<file path="src/rtl/search_pkg.sv">
// Shared types and helpers for the search datapath result trackers.
// Entry fields are held at a fixed maximum width; users zero-extend into them.
package search_pkg;

  localparam int SEQ_MAXW = 32;
  localparam int E_MAXW   = 32;

  localparam logic [E_MAXW-1:0] E_MAX = '1;

  typedef struct packed {
    logic [SEQ_MAXW-1:0] seq;
    logic [E_MAXW-1:0]   e;
    logic                valid;
  } entry_t;

  localparam entry_t ENTRY_RST = '{seq: '0, e: E_MAX, valid: 1'b0};

  // An empty slot loses to any live candidate, even one at E_MAX.
  function automatic logic entry_better(entry_t cand, entry_t slot);
    return cand.valid && (!slot.valid || (cand.e < slot.e));
  endfunction

endpackage

</file>
<file path="src/rtl/topk_slot.sv">
// One register of the sorted top-K table.
// Either holds, takes the left neighbour (shift), or takes the candidate.
import search_pkg::*;

module topk_slot (
  input  logic   clk,
  input  logic   rst_n,
  input  logic   i_clear,
  input  logic   i_load,
  input  logic   i_left_better,
  input  logic   i_own_better,
  input  entry_t i_cand,
  input  entry_t i_left,
  output entry_t o_q
);

  entry_t r_q;

  always_ff @(posedge clk or negedge rst_n) begin
    if (!rst_n) begin
      r_q <= ENTRY_RST;
    end else if (i_clear) begin
      r_q <= ENTRY_RST;
    end else if (i_load) begin
      if (i_left_better) begin
        r_q <= i_left;
      end else if (i_own_better) begin
        r_q <= i_cand;
      end
    end
  end

  assign o_q = r_q;

endmodule

</file>
<file path="src/rtl/optimum_sequence_topk.sv">
// Keeps the DEPTH lowest-energy candidates sorted by ascending energy,
// with optional dedup, clear, registered readout and saturating count.
import search_pkg::*;

module optimum_sequence_topk #(
  parameter int SEQ_WIDTH = 8,
  parameter int E_WIDTH   = 20,
  parameter int DEPTH     = 4,
  parameter int IDX_WIDTH = (DEPTH > 1) ? $clog2(DEPTH) : 1,
  parameter int DEDUP     = 1,
  parameter int CNT_WIDTH = 16
) (
  input  logic                 clk,
  input  logic                 rst_n,
  input  logic [SEQ_WIDTH-1:0] i_seq,
  input  logic [E_WIDTH-1:0]   i_e,
  input  logic                 i_valid,
  input  logic                 i_clear,
  input  logic [IDX_WIDTH-1:0] i_rd_idx,
  input  logic                 i_rd_en,
  output logic [SEQ_WIDTH-1:0] o_rd_seq,
  output logic [E_WIDTH-1:0]   o_rd_e,
  output logic                 o_rd_slot_valid,
  output logic                 o_rd_ack,
  output logic [SEQ_WIDTH-1:0] o_best_seq,
  output logic [E_WIDTH-1:0]   o_best_e,
  output logic [CNT_WIDTH-1:0] o_count,
  output logic                 o_full
);

  entry_t             w_cand;
  entry_t             w_slot [DEPTH];
  entry_t             w_left [DEPTH];
  entry_t             w_rd;
  logic [DEPTH-1:0]   w_better;
  logic [DEPTH-1:0]   w_lbetter;
  logic [DEPTH-1:0]   w_match;
  logic               w_dup;
  logic               w_load;

  logic [SEQ_WIDTH-1:0] r_rd_seq;
  logic [E_WIDTH-1:0]   r_rd_e;
  logic                 r_rd_sv;
  logic                 r_rd_ack;
  logic [CNT_WIDTH-1:0] r_cnt;

  always_comb begin
    w_cand       = ENTRY_RST;
    w_cand.seq   = SEQ_MAXW'(i_seq);
    w_cand.e     = E_MAXW'(i_e);
    w_cand.valid = 1'b1;
  end

  genvar g;
  generate
    for (g = 0; g < DEPTH; g++) begin : g_slot
      assign w_better[g] = entry_better(w_cand, w_slot[g]);
      assign w_match[g]  = w_slot[g].valid &&
                           (w_slot[g].seq == w_cand.seq);
      if (g == 0) begin : g_head
        assign w_left[g]    = ENTRY_RST;
        assign w_lbetter[g] = 1'b0;
      end else begin : g_body
        assign w_left[g]    = w_slot[g-1];
        assign w_lbetter[g] = w_better[g-1];
      end
      topk_slot u_slot (
        .clk           (clk),
        .rst_n         (rst_n),
        .i_clear       (i_clear),
        .i_load        (w_load),
        .i_left_better (w_lbetter[g]),
        .i_own_better  (w_better[g]),
        .i_cand        (w_cand),
        .i_left        (w_left[g]),
        .o_q           (w_slot[g])
      );
    end
  endgenerate

  assign w_dup  = (DEDUP != 0) && (|w_match);
  assign w_load = i_valid && !i_clear && !w_dup;

  // Out-of-range indices fall through to the empty-slot value.
  always_comb begin
    w_rd = ENTRY_RST;
    for (int k = 0; k < DEPTH; k++) begin
      if (i_rd_idx == IDX_WIDTH'(k)) begin
        w_rd = w_slot[k];
      end
    end
  end

  always_ff @(posedge clk or negedge rst_n) begin
    if (!rst_n) begin
      r_rd_seq <= '0;
      r_rd_e   <= '0;
      r_rd_sv  <= 1'b0;
      r_rd_ack <= 1'b0;
    end else begin
      r_rd_ack <= i_rd_en;
      if (i_rd_en) begin
        r_rd_seq <= SEQ_WIDTH'(w_rd.seq);
        r_rd_e   <= E_WIDTH'(w_rd.e);
        r_rd_sv  <= w_rd.valid;
      end
    end
  end

  always_ff @(posedge clk or negedge rst_n) begin
    if (!rst_n) begin
      r_cnt <= '0;
    end else if (i_clear) begin
      r_cnt <= '0;
    end else if (i_valid && (r_cnt != '1)) begin
      r_cnt <= r_cnt + CNT_WIDTH'(1);
    end
  end

  assign o_rd_seq        = r_rd_seq;
  assign o_rd_e          = r_rd_e;
  assign o_rd_slot_valid = r_rd_sv;
  assign o_rd_ack        = r_rd_ack;
  assign o_best_seq      = SEQ_WIDTH'(w_slot[0].seq);
  assign o_best_e        = E_WIDTH'(w_slot[0].e);
  assign o_count         = r_cnt;
  assign o_full          = w_slot[DEPTH-1].valid;

endmodule

</file>
<file path="config.mk">
export PLATFORM = sky130hd
export DESIGN_NAME = optimum_sequence_topk
export DESIGN_NICKNAME = d
export VERILOG_FILES = /design/src/rtl/search_pkg.sv /design/src/rtl/topk_slot.sv /design/src/rtl/optimum_sequence_topk.sv
export SDC_FILE = /design/constraint.sdc
export NUM_CORES = 1
export LEC_CHECK = 0
export ABC_AREA = 1
export ABC_CLOCK_PERIOD_IN_PS = 3100
export CORE_UTILIZATION = 35
export CTS_CLUSTER_SIZE = 25
export DETAILED_ROUTE_END_ITERATION = 10
export HOLD_SLACK_MARGIN = 0.03
export PLACE_DENSITY = 0.6
export SLEW_MARGIN = 40
export SYNTH_ARGS = -nofsm -noshare
export SYNTH_HDL_FRONTEND = slang
export SYNTH_SLANG_ARGS = --single-unit
</file>
<file path="constraint.sdc">
create_clock -name clk -period 3.1 [get_ports clk]
set_clock_uncertainty 0.1 [all_clocks]
set_input_delay 0.31 -clock clk [delete_from_list [all_inputs] [get_ports clk]]
set_output_delay 0.31 -clock clk [all_outputs]
set_load 0.02 [all_outputs]
</file>
==> Word level (Yosys, flattened, before mapping) <==
Cells that the tools add are included.
{ "totals": {"ff_bits": 306, "inputBits": 35, "out_inout_bits": 75, "word_cells": 80} }
{ "classes": {"add_sub_neg": 1, "n_lt_le_gt_ge": 4, "n_eq_ne": 8, "muxes": 21, "n_reduce_logical": 29} }
{ "op_table": {"columns": ["operator", "count"], "rows": [
  ["two-way mux 65 bit", 15],
  ["two-way mux 41 bit", 4],
  ["equality test 32 x 8 -> 1 bit", 4],
  ["< comparator 20 x 32 -> 1 bit", 4],
  ["two-way mux 16 bit", 2],
  ["adder 16 x 1 -> 16 bit (second input constant)", 1],
  ["inequality test 16 bit (second input constant)", 1],
  ["nonzero test 3 bit", 3],
  ["AND reduction 2 bit", 4],
  ["logical AND 1 bit", 7],
  ["zero test 1 bit", 6],
  ["nonzero test 2 bit", 3],
  ["equality test 2 bit (second input constant)", 2],
  ["logical OR 1 bit", 4],
  ["OR reduction 4 bit", 1],
  ["equality test 2 x 1 -> 1 bit (second input constant)", 1],
  ["zero test 2 bit", 1]
]} }

==> Logic depth before layout (Yosys ltp) <==
{ "depth": {"depth_word": 7, "mapped_depth": 19, "mapped_depth_nobuf": 18} }

==> Hierarchy <==
From an unflattened synthesis, not the netlist that was laid out.
{ "unflattened": {"hier_cells": 2882, "hier_area_um2": 19832.8} }
{ "modules_own_cells": {"columns": ["mod", "instances", "cells_each", "area_per_inst_um2", "seq_area_each_um2"], "rows": [
  ["topk_slot", 4, 503, 3568.4, 1666.6],
  ["optimum_sequence_topk", 1, 870, 5559.1, 1151.1]
]} }

==> Worst setup path after synthesis <==
Ideal clock, no wire load.
{ "synth_path": {"kind": "reg-to-reg", "startpoint": "register g_slot[0].u_slot.r_q, in the netlist g_slot[0].u_slot.o_q[6]", "endpoint": "register g_slot[0].u_slot.r_q, in the netlist g_slot[0].u_slot.o_q[35]", "setup_time_ps": 117, "t_arrival_ps": 1995, "required_time_ps": 2883, "slack_ps": 889, "path_stages_with_launch": 17, "path_buffers": 2, "synth_period_minus_slack_ps": 2211, "path_cell_list": "dfstp_2 -> inv_1 -> ha_1 -> a21oi_1 -> nor2_1 -> nor3_1 -> nand2_1 -> nand2_1 -> nand2_1 -> nand2_1 -> nand2_1 -> nand2_1 -> nand2_2 -> buf_6 -> buf_2 -> nand2_1 -> nand2_1"} }
{ "synth_between": {"elab_chain_len": 4} }
{ "synth_rtl": {"columns": ["element", "line_no", "text"], "rows": [
  ["start, declared", "topk_slot.sv:17", "entry_t r_q;"],
  ["start signal, assigned", "topk_slot.sv:26", "r_q <= i_left;"],
  ["start signal, assigned", "topk_slot.sv:28", "r_q <= i_cand;"],
  ["< comparator 20 x 32 -> 1 bit", "search_pkg.sv:20", "return cand.valid && (!slot.valid || (cand.e < slot.e));"],
  ["logical OR 1 bit", "search_pkg.sv:20", null],
  ["nonzero test 2 bit (no source line)", null, null],
  ["AND reduction 2 bit (no source line)", null, null]
]} }
Every way passes these cells.
A chain may end at the register's enable or synchronous reset.

==> Worst setup path in the final report <==
{ "layout_path": {"startpoint": "register g_slot[0].u_slot.r_q, in the netlist g_slot[0].u_slot.o_q[6]", "endpoint": "register g_slot[1].u_slot.r_q, in the netlist g_slot[1].u_slot.o_q[2]"} }
{ "layout_between": {"elab_chain_len": 5, "word_cells_on_any_way": 7, "cone_classes": "1 x order compare; 3 x mux; 3 x reduce/logical"} }
{ "layout_rtl": {"columns": ["element", "line_no", "text"], "rows": [
  ["< comparator 20 x 32 -> 1 bit *", "search_pkg.sv:20", null],
  ["logical OR 1 bit *", "search_pkg.sv:20", null],
  ["two-way mux 65 bit", "topk_slot.sv:25", "if (i_left_better) begin"],
  ["two-way mux 65 bit", "topk_slot.sv:24", "end else if (i_load) begin"],
  ["two-way mux 65 bit", "topk_slot.sv:22", "end else if (i_clear) begin"],
  ["end signal, assigned", "topk_slot.sv:26", null],
  ["end signal, assigned", "topk_slot.sv:28", null],
  ["end, declared", "topk_slot.sv:17", null]
]} }
Mark *: on every way between the ends. The rest lies on a longest branch, timed or not. The select of a mux whose other input is x is not followed.

==> out/summary.md <==
Synth
• simple AND/OR/NAND/NOR gates — combinational family with the most area after synthesis
• 8.72% — adder-cell share of the synthesized area
• sky130_fd_sc_hd__dfstp_2 — most instantiated flip-flop cell in the synthesis netlist
• 100% — async set-or-reset flop fraction in the synthesized netlist
• 0% — portion of netlist area occupied by mux cells
• 0.0110 mm^2 — post-synthesis cell area
• 166 — number of synthesized register bits
• 1525 — Cells after Synth
• 38.6% — sequential share of the synthesized area
• 0.952% — xor-xnor portion of the synthesized cell area
• 7.24 um^2 — syn_area_per_cell
• 14.5% — area fraction in compound gates after synthesis
• 0 — total number of yosys warnings
• 45 — post-synth cell types
• 26.8% — simple-gate share of the synthesized area
• 0 — EDFF count, synth
• 1637 — Synth Net Count

Detailed routing
• 16000 um — wl on met1
• 8 — Remaining DRCs
• 17.9 um — post-detailed-route wirelength per cell
• 36200 um — final wirelength
• 0 — number of antenna-violating nets in the routed design
• 16500 um — total met2 wirelength after detailed routing
• 5.28 — Via density
• 2500 um — routed wire length on met3
• 938 — First DRT Iteration DRCs
• 10.7k — vias post-DR
• met4 — top metal layer carrying routed signals
• 9 — iteration count of the initial detailed-routing pass

Timing
• 0 — number of hold violations in the final report
• no — unrepaired setup endpoints after global routing
• 0.234 ns — worst hold margin
• 0.245 ns — slack of the critical path
• 53.4% — headroom to the max-slew limit
• 2.86 ns — final critical-path required period
• 0 ns — summed negative setup slack over all endpoints
• 92.1% — final critical-path share of the clock period
• 0.696 ns — Tightest Pin Transition
• 0.350 GHz — top achievable clock speed
• 0 — total of endpoints with negative setup slack in the final report
• 0 — final count of pins violating max slew

Critical path
• g_slot[1].u_slot.o_q[2] — terminus of the critical flop-to-flop path
• 2 — combined buffer and inverter count along the critical path
• simple AND/OR/NAND/NOR gates — Worst path top cell family by delay
• g_slot[0].u_slot.o_q[6] — Worst R2R Start
• 0.58 ns — maximum single-stage delay on the critical path
• inv_1 -> ha_1 -> a21oi_1 -> nor2_1 -> nor3_2 -> nand2_1 -> nand2_1 -> nand2_1 -> nand2_1 -> nand2_1 -> nand2_1 -> nand2_2 -> nand2_2 -> buf_4 -> nand2_1 -> o21ai_0 — ordered list of cells on the worst path
• 0.24 ns — slack of the worst reg-to-reg path
• sky130_fd_sc_hd__dfstp_2 — crit path max-delay cell type
• 16 — depth of the worst register-to-register path
• 19 — critical path fanouts, max
• flop — CP startpoint kind
• flop — Critical Path Sink Type
• sky130_fd_sc_hd__nand2_1 — most frequent cell on the critical path
• 3.12 ns — CP Data Arrival Time
• reg -> reg — type of the worst setup path
• 3.37 ns — Critical Path RT

Cells and area
• 12.6% — ratio of cells with drive above 1 in the final layout
• 0.00565 mm^2 — area taken by multi-input logic gates
• 3136 — count of filler cells inserted in the layout
• 1725 — net count reported at finish
• 19.1% — synthesis-to-layout area growth
• 0 — number of inserted diodes
• 0.00426 mm^2 — Register Area

Floorplanning
• 0.0308 mm^2 — core region area
• 180 um — Die Ht
• 64 — number of rows created at floorplan
• 0.0323 mm^2 — area enclosed by the die boundary
• 110 — Top Ports
• 180 um — die extent in x
• 35.8% — effective utilization at floorplan

Clocking
• 166 — sink count of the clock tree
• 4 — CTS H-tree depth
• yes — clock tree from TritonCTS
• 0.07 ns — clock transition at the register clock pins on the worst setup and hold paths after CTS
• 0 — post-CTS setup buffers
• 17 — total CTS buffers
• 2 — CTS Buffer Depth
• 0.45 ns — insertion delay of the later-clocked pin in the worst-skew pair
• sky130_fd_sc_hd__clkbuf_16 — CTS root buffer

Min path
• i_clear — HP Start
• g_slot[0].u_slot.o_q[0] — worst hold endpoint
• 2 — number of stages on the worst hold path
• in -> reg — type of the worst min-delay path

Placed design
• 0.905 — RD Place Congestion
• 109 — Port-buffer cells
• 0.0122 ns — pre-CTS setup slack
• 25100 um — Detail Placement HPWL

GRT
• 0 — number of antenna violations at the first check in global routing
• 10.3k — via count of the first global-routing pass
• 22.7% — gr usage total
• 64 — pin count of the biggest net entering global routing
• 0 — total congestion overflow
• 57400 um — global-route wire length before repair

Power and ir drop
• 480 mW/mm^2 — power density cells
• 6.68 nW — Static Leak
• 405 uV — maximum VDD drop

Run status
• design-rule violations — violations in the final reports
• complete, but fails checks — status

Job
• 0 — Max Cap Viol

[layout make-up]
cell class	instances	share of cell area, %
Timing Repair Buffer	174	12.3
Tap cell	396	3.77
Clock inverter	14	0.951
Sequential cell	166	32.4
Inverter	152	4.34
Multi-Input combinational cell	1102	42.9
Clock buffer	18	3.34
[power by group]
group / internal [W] / switching [W] / total, W
sequential: 0.00247 / 0.000185 / 0.00265
combinational: 0.000585 / 0.000945 / 0.00153
clock: 0.00113 / 0.000997 / 0.00213
total: 0.00418 / 0.00213 / 0.00631
[registers in the layout (all words and copies together) (netlist names)]
register,count
o_rd_e,20
o_rd_seq,8
g_slot.u_slot.o_q,120
o_count,16
o_rd_slot_valid,1
o_rd_ack,1
[layer usage]
metal	up-vias	track usage, %
li1	5140	-
met1	5045	30.7
met2	407	35.8
met3	92	3.87
met4	0	9.79
met5	-	0
[cell families (layout without fill, tap and decap cells)]
group | count (synthesis) | count (layout)
XOR/XNOR | 12 | 12
AND/OR/NAND/NOR | 730 | 730
flip-flops | 166 | 166
AO/OA/AOI/OAI | 283 | 283
adder cells (fa/ha/maj) | 77 | 77
buffers and inverters | 257 | 358
[what timing repair did]
item                                    CTS  global route
resized for setup                         0             1
endpoints found under the setup margin    0            30
hold buffers                              1             0
endpoints found under the hold margin    37             0
[through the flow]
stage                     utilization, %  cells  power [W]  cell area, um^2
final                               42.7   2022    0.00631            13200
after global routing                42.7   2022    0.00665            13200
after CTS                           42.7   2022    0.00635            13100
after detailed placement            40.8   1989    0.00420            12600
after global placement              40.8   1989    0.00418            12600
after floorplan                        -   1525    0.00358            11000
[worst reg2reg max path: stages, from the launching register on]
cell	delay, ns
sky130_fd_sc_hd__dfstp_2	0.58
sky130_fd_sc_hd__inv_1	0.06
sky130_fd_sc_hd__ha_1	0.29
sky130_fd_sc_hd__a21oi_1	0.15
sky130_fd_sc_hd__nor2_1	0.07
sky130_fd_sc_hd__nor3_2	0.25
sky130_fd_sc_hd__nand2_1	0.15
sky130_fd_sc_hd__nand2_1	0.09
sky130_fd_sc_hd__nand2_1	0.05
sky130_fd_sc_hd__nand2_1	0.10
sky130_fd_sc_hd__nand2_1	0.08
sky130_fd_sc_hd__nand2_1	0.13
sky130_fd_sc_hd__nand2_2	0.12
sky130_fd_sc_hd__nand2_2	0.14
sky130_fd_sc_hd__buf_4	0.26
sky130_fd_sc_hd__nand2_1	0.08
sky130_fd_sc_hd__o21ai_0	0.09
[worst max-delay path by stage]
stage | startpoint | to | slack, ns | cells past startpoint
floorplan | g_slot[0].u_slot.o_q[6] | g_slot[0].u_slot.o_q[35] | 0.89 | 16
global placement | i_e[5] | g_slot[1].u_slot.o_q[2] | 0.13 | 16
detailed placement | i_e[5] | g_slot[1].u_slot.o_q[10] | 0.01 | 16
CTS | g_slot[0].u_slot.o_q[6] | g_slot[1].u_slot.o_q[2] | 0.19 | 16
global route | g_slot[0].u_slot.o_q[6] | g_slot[1].u_slot.o_q[2] | 0.02 | 16
finish | g_slot[0].u_slot.o_q[6] | g_slot[1].u_slot.o_q[2] | 0.24 | 16
[placed cells by master (no fill, tap or decap), drive strengths merged]
| cell type | Yosys | final |
|---|---|---|
| nand4 | 7 | 7 |
| nor3b | 1 | 1 |
| ha | 77 | 77 |
| a221oi | 8 | 8 |
| o221ai | 16 | 16 |
| xor2 | 7 | 7 |
| o2111ai | 1 | 1 |
| nor2 | 107 | 107 |
| a21oi | 71 | 71 |
| clkinv | 1 | 5 |
| o21bai | 1 | 1 |
| nor4 | 2 | 2 |
| nor3 | 15 | 15 |
| o22ai | 28 | 28 |
| clkdlybuf4s50 | 0 | 107 |
| o21ba | 1 | 1 |
| or2 | 1 | 1 |
| dfrtp | 82 | 82 |
| clkinvlp | 0 | 4 |
| inv | 151 | 156 |
| o21ai | 137 | 137 |
| a21o | 2 | 2 |
| dlygate4sd3 | 0 | 1 |
| a31oi | 9 | 9 |
| xnor2 | 5 | 5 |
| o41ai | 4 | 4 |
| nand2 | 493 | 493 |
| o211a | 1 | 1 |
| dfstp | 84 | 84 |
| o221a | 1 | 1 |
| nand3 | 104 | 104 |
| clkbuf | 39 | 18 |
| o21a | 1 | 1 |
| buf | 66 | 66 |
| a211oi | 2 | 2 |
| bufinv | 0 | 1 |
[cell usage after synthesis (all sizes together), types with 2 or more instances]
| library cell | count | area share, % |
|---|---|---|
| o41ai | 4 | 0.32 |
| nor4 | 2 | 0.11 |
| o22ai | 28 | 1.6 |
| a31oi | 9 | 0.51 |
| xnor2 | 5 | 0.40 |
| nor3 | 15 | 0.73 |
| nand3 | 104 | 4.8 |
| a21o | 2 | 0.14 |
| dfstp | 84 | 20 |
| nand2 | 493 | 17 |
| o221ai | 16 | 1.3 |
| a211oi | 2 | 0.14 |
| a221oi | 8 | 0.63 |
| buf | 66 | 3.9 |
| xor2 | 7 | 0.56 |
| o21ai | 137 | 6.2 |
| inv | 151 | 5.1 |
| clkbuf | 39 | 1.3 |
| nor2 | 107 | 3.7 |
| nand4 | 7 | 0.40 |
| ha | 77 | 8.7 |
| a21oi | 71 | 3.3 |
| dfrtp | 82 | 19 |
No activity file was read; power rests on OpenSTA's default activity.
